File: src/rtl/mem_arbiter_if.sv
// Requester and memory-side signals of the two-port memory arbiter.
// master = requester/memory side, slave = arbiter side.
interface mem_arbiter_if #(
    parameter int ADDR_W = 32,
    parameter int DATA_W = 32
);
    logic                  i_req;
    logic [ADDR_W-1:0]     i_addr;
    logic                  i_done;
    logic [DATA_W-1:0]     i_rdata;
    logic                  d_req;
    logic                  d_we;
    logic [ADDR_W-1:0]     d_addr;
    logic [DATA_W-1:0]     d_wdata;
    logic [DATA_W/8-1:0]   d_be;
    logic                  d_done;
    logic [DATA_W-1:0]     d_rdata;
    logic                  mem_en;
    logic                  mem_we;
    logic [ADDR_W-1:0]     mem_addr;
    logic [DATA_W-1:0]     mem_wdata;
    logic [DATA_W/8-1:0]   mem_be;
    logic [DATA_W-1:0]     mem_rdata;
    logic                  mem_ack;
    logic                  bus_err;

    modport slave (
        input  i_req, i_addr, d_req, d_we, d_addr, d_wdata, d_be, mem_rdata, mem_ack,
        output i_done, i_rdata, d_done, d_rdata, mem_en, mem_we, mem_addr, mem_wdata,
               mem_be, bus_err
    );

    modport master (
        output i_req, i_addr, d_req, d_we, d_addr, d_wdata, d_be, mem_rdata, mem_ack,
        input  i_done, i_rdata, d_done, d_rdata, mem_en, mem_we, mem_addr, mem_wdata,
               mem_be, bus_err
    );
endinterface

File: src/rtl/mem_arbiter.sv
// Round-robin arbiter sharing one memory port between instruction fetch and data
// access, one outstanding access at a time, with an ack timeout.
//
// state  | meaning
// IDLE   | no access outstanding; requests sampled here
// BUSY_I | fetch access on the memory port, waiting for mem_ack
// BUSY_D | load/store access on the memory port, waiting for mem_ack
module mem_arbiter #(
    parameter int ADDR_W  = 32,
    parameter int DATA_W  = 32,
    parameter int TIMEOUT = 15
) (
    input logic         clk,
    input logic         rst,
    mem_arbiter_if.slave bus
);
    localparam int BE_W  = DATA_W / 8;
    localparam int CNT_W = $clog2(TIMEOUT + 2);

    typedef enum logic [1:0] {IDLE, BUSY_I, BUSY_D} state_t;

    state_t             state, state_nxt;
    logic               last_d;
    logic [CNT_W-1:0]   cnt;
    logic               en_q;
    logic               we_q;
    logic [ADDR_W-1:0]  addr_q;
    logic [DATA_W-1:0]  wdata_q;
    logic [BE_W-1:0]    be_q;
    logic               gnt_i;
    logic               gnt_d;
    logic               timeout;
    logic               finish;

    always_comb begin
        state_nxt = state;
        gnt_i     = 1'b0;
        gnt_d     = 1'b0;
        timeout   = 1'b0;
        finish    = 1'b0;
        case (state)
            IDLE: begin
                // on a tie the side not served last wins
                if (bus.i_req && (!bus.d_req || last_d)) begin
                    gnt_i     = 1'b1;
                    state_nxt = BUSY_I;
                end else if (bus.d_req) begin
                    gnt_d     = 1'b1;
                    state_nxt = BUSY_D;
                end
            end
            BUSY_I, BUSY_D: begin
                timeout = !bus.mem_ack && (cnt == CNT_W'(TIMEOUT));
                finish  = bus.mem_ack || timeout;
                if (finish) state_nxt = IDLE;
            end
            default: state_nxt = IDLE;
        endcase
    end

    always_ff @(posedge clk) begin
        if (!rst) begin
            state   <= IDLE;
            last_d  <= 1'b1;
            cnt     <= '0;
            en_q    <= 1'b0;
            we_q    <= 1'b0;
            addr_q  <= '0;
            wdata_q <= '0;
            be_q    <= '0;
        end else begin
            state <= state_nxt;
            if (gnt_i) begin
                last_d  <= 1'b0;
                cnt     <= '0;
                en_q    <= 1'b1;
                we_q    <= 1'b0;
                addr_q  <= bus.i_addr;
                wdata_q <= '0;
                be_q    <= '1;
            end else if (gnt_d) begin
                last_d  <= 1'b1;
                cnt     <= '0;
                en_q    <= 1'b1;
                we_q    <= bus.d_we;
                addr_q  <= bus.d_addr;
                wdata_q <= bus.d_wdata;
                be_q    <= bus.d_be;
            end else if (finish) begin
                en_q <= 1'b0;
            end else if (state != IDLE) begin
                cnt <= cnt + 1'b1;
            end
        end
    end

    // reset gating keeps a pending ack from completing an abandoned access
    assign bus.i_done    = rst && finish && (state == BUSY_I);
    assign bus.d_done    = rst && finish && (state == BUSY_D);
    assign bus.bus_err   = rst && timeout;
    assign bus.i_rdata   = timeout ? '0 : bus.mem_rdata;
    assign bus.d_rdata   = timeout ? '0 : bus.mem_rdata;
    assign bus.mem_en    = en_q;
    assign bus.mem_we    = we_q;
    assign bus.mem_addr  = addr_q;
    assign bus.mem_wdata = wdata_q;
    assign bus.mem_be    = be_q;
endmodule
File: src/flat_wrapper.sv
// flat-port wrapper written by rule: the top's interface ports become plain ports
module mem_arbiter_flat 
#(
    parameter int ADDR_W  = 32,
    parameter int DATA_W  = 32,
    parameter int TIMEOUT = 15
)
  (clk, rst, bus_i_req, bus_i_addr, bus_d_req, bus_d_we, bus_d_addr, bus_d_wdata, bus_d_be, bus_mem_rdata, bus_mem_ack, bus_i_done, bus_i_rdata, bus_d_done, bus_d_rdata, bus_mem_en, bus_mem_we, bus_mem_addr, bus_mem_wdata, bus_mem_be, bus_bus_err);
  mem_arbiter_if #(.ADDR_W(ADDR_W), .DATA_W(DATA_W)) bus_i ();
  input logic clk;
  input logic rst;
  input wire logic [$bits(bus_i.i_req)-1:0] bus_i_req;
  input wire logic [$bits(bus_i.i_addr)-1:0] bus_i_addr;
  input wire logic [$bits(bus_i.d_req)-1:0] bus_d_req;
  input wire logic [$bits(bus_i.d_we)-1:0] bus_d_we;
  input wire logic [$bits(bus_i.d_addr)-1:0] bus_d_addr;
  input wire logic [$bits(bus_i.d_wdata)-1:0] bus_d_wdata;
  input wire logic [$bits(bus_i.d_be)-1:0] bus_d_be;
  input wire logic [$bits(bus_i.mem_rdata)-1:0] bus_mem_rdata;
  input wire logic [$bits(bus_i.mem_ack)-1:0] bus_mem_ack;
  output wire logic [$bits(bus_i.i_done)-1:0] bus_i_done;
  output wire logic [$bits(bus_i.i_rdata)-1:0] bus_i_rdata;
  output wire logic [$bits(bus_i.d_done)-1:0] bus_d_done;
  output wire logic [$bits(bus_i.d_rdata)-1:0] bus_d_rdata;
  output wire logic [$bits(bus_i.mem_en)-1:0] bus_mem_en;
  output wire logic [$bits(bus_i.mem_we)-1:0] bus_mem_we;
  output wire logic [$bits(bus_i.mem_addr)-1:0] bus_mem_addr;
  output wire logic [$bits(bus_i.mem_wdata)-1:0] bus_mem_wdata;
  output wire logic [$bits(bus_i.mem_be)-1:0] bus_mem_be;
  output wire logic [$bits(bus_i.bus_err)-1:0] bus_bus_err;
  assign bus_i.i_req = bus_i_req;
  assign bus_i.i_addr = bus_i_addr;
  assign bus_i.d_req = bus_d_req;
  assign bus_i.d_we = bus_d_we;
  assign bus_i.d_addr = bus_d_addr;
  assign bus_i.d_wdata = bus_d_wdata;
  assign bus_i.d_be = bus_d_be;
  assign bus_i.mem_rdata = bus_mem_rdata;
  assign bus_i.mem_ack = bus_mem_ack;
  assign bus_i_done = bus_i.i_done;
  assign bus_i_rdata = bus_i.i_rdata;
  assign bus_d_done = bus_i.d_done;
  assign bus_d_rdata = bus_i.d_rdata;
  assign bus_mem_en = bus_i.mem_en;
  assign bus_mem_we = bus_i.mem_we;
  assign bus_mem_addr = bus_i.mem_addr;
  assign bus_mem_wdata = bus_i.mem_wdata;
  assign bus_mem_be = bus_i.mem_be;
  assign bus_bus_err = bus_i.bus_err;
  mem_arbiter #(.ADDR_W(ADDR_W), .DATA_W(DATA_W), .TIMEOUT(TIMEOUT)) u_core (.clk(clk), .rst(rst), .bus(bus_i));
endmodule
File: config.mk
export PLATFORM = sky130hd
export DESIGN_NAME = mem_arbiter_flat
export DESIGN_NICKNAME = d
export VERILOG_FILES = /design/src/rtl/mem_arbiter_if.sv /design/src/rtl/mem_arbiter.sv /design/src/flat_wrapper.sv
export SDC_FILE = /design/constraint.sdc
export NUM_CORES = 1
export LEC_CHECK = 0
export ABC_AREA = 0
export CORE_AREA = 2 2 107 109
export DETAILED_ROUTE_END_ITERATION = 10
export DIE_AREA = 0 0 109 111
export PLACE_DENSITY = 0.82
export SLEW_MARGIN = 20
export SYNTH_ARGS = -nofsm -noshare
export SYNTH_HDL_FRONTEND = slang
export SYNTH_SLANG_ARGS = --single-unit
File: constraint.sdc
create_clock -name clk -period 3.8 [get_ports clk]
set_input_delay 0.95 -clock clk [delete_from_list [all_inputs] [get_ports clk]]
set_output_delay 0.95 -clock clk [all_outputs]
set_load 0.05 [all_outputs]
==> run summary <==
Leak - 2.42 nW
Antenna Cells - 0
FMAX - 311 MHz
Initial core utilization - 0.349
Worst Path Max Fanout - 33
Fin. Hold Viols - 0
Rows - 39
Cell area after synthesis - 0.00386 mm²
Largest net degree at the start of global routing - 43
Die height - 111 µm
Worst Setup End Kind - output pin
Final count of pins violating max slew - 0
Postcts setup bufs - 0
Met1 usage - 0.250
Finished Layout Cells - 804
Post-route setup slack - 0.586 ns
Status - finished clean
Number of global-route vias before repair - 4364
Worst slew margin - 0.399
CP startpoint - bus_mem_ack
Crit path DAT - 2.26 ns
Core Area - 0.0111 mm²
Final estimated routing congestion in global placement - 0.788
Dpl cells - 788
Crit Path Class - in2out
Drt drc - 0
CTS Sinks - 78
Drt pass-1 iters - 7
Routed Antenna Nets - 0
Share of the synthesized area in the top cell type - 0.404
Via/cell ratio - 5.45
Num CTS Buffers - 9
Power density cells - 462 mW/mm²
Final min period - 3.21 ns
Worst-path clk slew - 0.06 ns
DRT iter0 DRCs - 284
Worst path required time - 2.85 ns
Total track usage - 0.240
Startpoint Class - input pin
Synth-to-layout area growth - 71.4%
Hold Crit Class - reg2reg
Post_cts resized - 0
Share of layout cells above drive strength 1 - 0.163
Cts hold-fix bufs - 0
Initial antenna violation count - 0
Die area - 0.0121 mm²
TritonCTS clock tree - yes
Pwr Total - 0.00306 W
DP Worst Slack - 0.590 ns
Global route overflow - 0
Crit Reg-Reg Startpoint - u_core.cnt[0]
Number of max-cap violations - 0
Final hold slack - 0.473 ns
Hold_sp - u_core.bus.mem_wdata[16]
Clock Latency Late Sink - 0.33 ns
Wire per inst - 18.6 µm
Ys Warns - 0
Top cells by count, synth - 78 x dfxtp_1, 50 x nor3_1, 40 x a21oi_1
M2 GR Usage - 0.442
Final cycle utilization of the critical path - 0.846
Setup_tns - 0 ns
RSZ-0062 raised after global routing - no
Fin nets - 799
Post-Syn Instances - 438
Port Buffers - 274
Slew @ Worst Pin - 0.896 ns
Post-synth top area cell - dfxtp_1
Skew final - 0.00530 ns
Boundary Pins - 275
Mean post-synth cell area - 8.82 µm²
Post-Route WL - 15.0 mm
Number of synthesized flops with an enable pin - 0
Dpl hpwl - 11.1 mm
FFs w/ async S/R, synth - 0
Register area share after synthesis - 0.404
Yosys reg bits - 78
Vias after detailed routing - 4384
Clock root buffer - clkbuf_16
Most instantiated library cell after synthesis - dfxtp_1
First-pass GRT wire length - 22.5 mm
Grt peak-use layer - met2
Clock Path Buffers - 2
H-tree depth - 3
GR met3 Demand/Resource - 0.0547
DIE WIDTH - 109 µm
Setup-failing EPs final - 0
Largest cells by area after synthesis - dfxtp_1 40%, o2111ai_1 7.5%, buf_4 7.0%
Dominant synthesized flop cell - dfxtp_1
Max VDD drop - 0.213 mV
Mapped Nets - 581
Synth cell types - 37
## cells in the final DEF, fill, tap and decap left out, types with 4 or more instances in the layout
master | netlist | final
nand2_1 | 4 | 4
inv_1 | 5 | 5
clkbuf_16 | 0 | 9
and2_1 | 33 | 32
nor3_1 | 50 | 50
o21ai_0 | 36 | 36
a221o_1 | 7 | 7
ha_1 | 5 | 5
clkdlybuf4s50_1 | 0 | 207
buf_4 | 36 | 75
o2111ai_1 | 33 | 33
and3_1 | 10 | 10
dfxtp_1 | 78 | 78
o221a_2 | 4 | 4
a21oi_1 | 40 | 40
o32ai_1 | 25 | 25
## state kept, by name, indices dropped and copies added, names as in the netlist
signal	count
u_core.last_d	1
u_core.bus.mem_be	4
u_core.bus.mem_we	1
u_core.state	2
u_core.bus.mem_en	1
u_core.cnt	5
u_core.bus.mem_addr	32
u_core.bus.mem_wdata	32
## where the power goes
group,internal [W],switching (W),total (W),leakage (nW)
clock network,0.000641,0.000341,0.000982,0.159
registers,0.000901,0.0000445,0.000945,0.641
logic,0.000416,0.000716,0.00113,1.62
## logic make-up (layout without fill, tap and decap cells)
logic type	count (synthesis)	count (layout)	synth area share
DFF	78	78	0.404
adders and majority gates	5	5	0.0162
and+or+nand+nor	115	115	0.170
buffers and inverters	85	308	0.125
AOI/OAI and AO/OA	155	155	0.284
## routing by layer
metal / wire [µm] / vias up
met5: 0 / -
met4: 548 / 0
met3: 1070 / 42
met2: 8080 / 207
met1: 5280 / 2076
li1: - / 2059
## per-stage QoR
stage	util	cell area (µm²)
after floorplan	-	3860
after global placement	0.567	6280
after detailed placement	0.567	6280
after CTS	0.597	6620
after global routing	0.597	6620
final	0.597	6620
## area by class of cell
class / instances / area, µm²
multi-input cells: 275 / 1820
fillers: 937 / 4460
flip-flops and latches: 78 / 1560
clock inverters: 6 / 110
inverters: 7 / 26.3
clock buffers: 10 / 229
well taps: 143 / 179
repair buffers: 285 / 2700
## worst paths after layout
path,to,slack (ns),cells after the start
setup / recovery,bus_i_rdata[13],0.59,5
setup reg to reg,u_core.cnt[3],1.85,6
hold reg to reg,u_core.bus.mem_wdata[16],0.47,2
hold / removal,u_core.bus.mem_wdata[16],0.47,2
## critical path: stages
cell and delay, ns:
clkdlybuf4s50_1 0.51, nand3b_1 0.12, buf_4 0.25, and2_1 0.22, buf_4 0.22
Note: power is estimated with default switching activity, not from simulation.
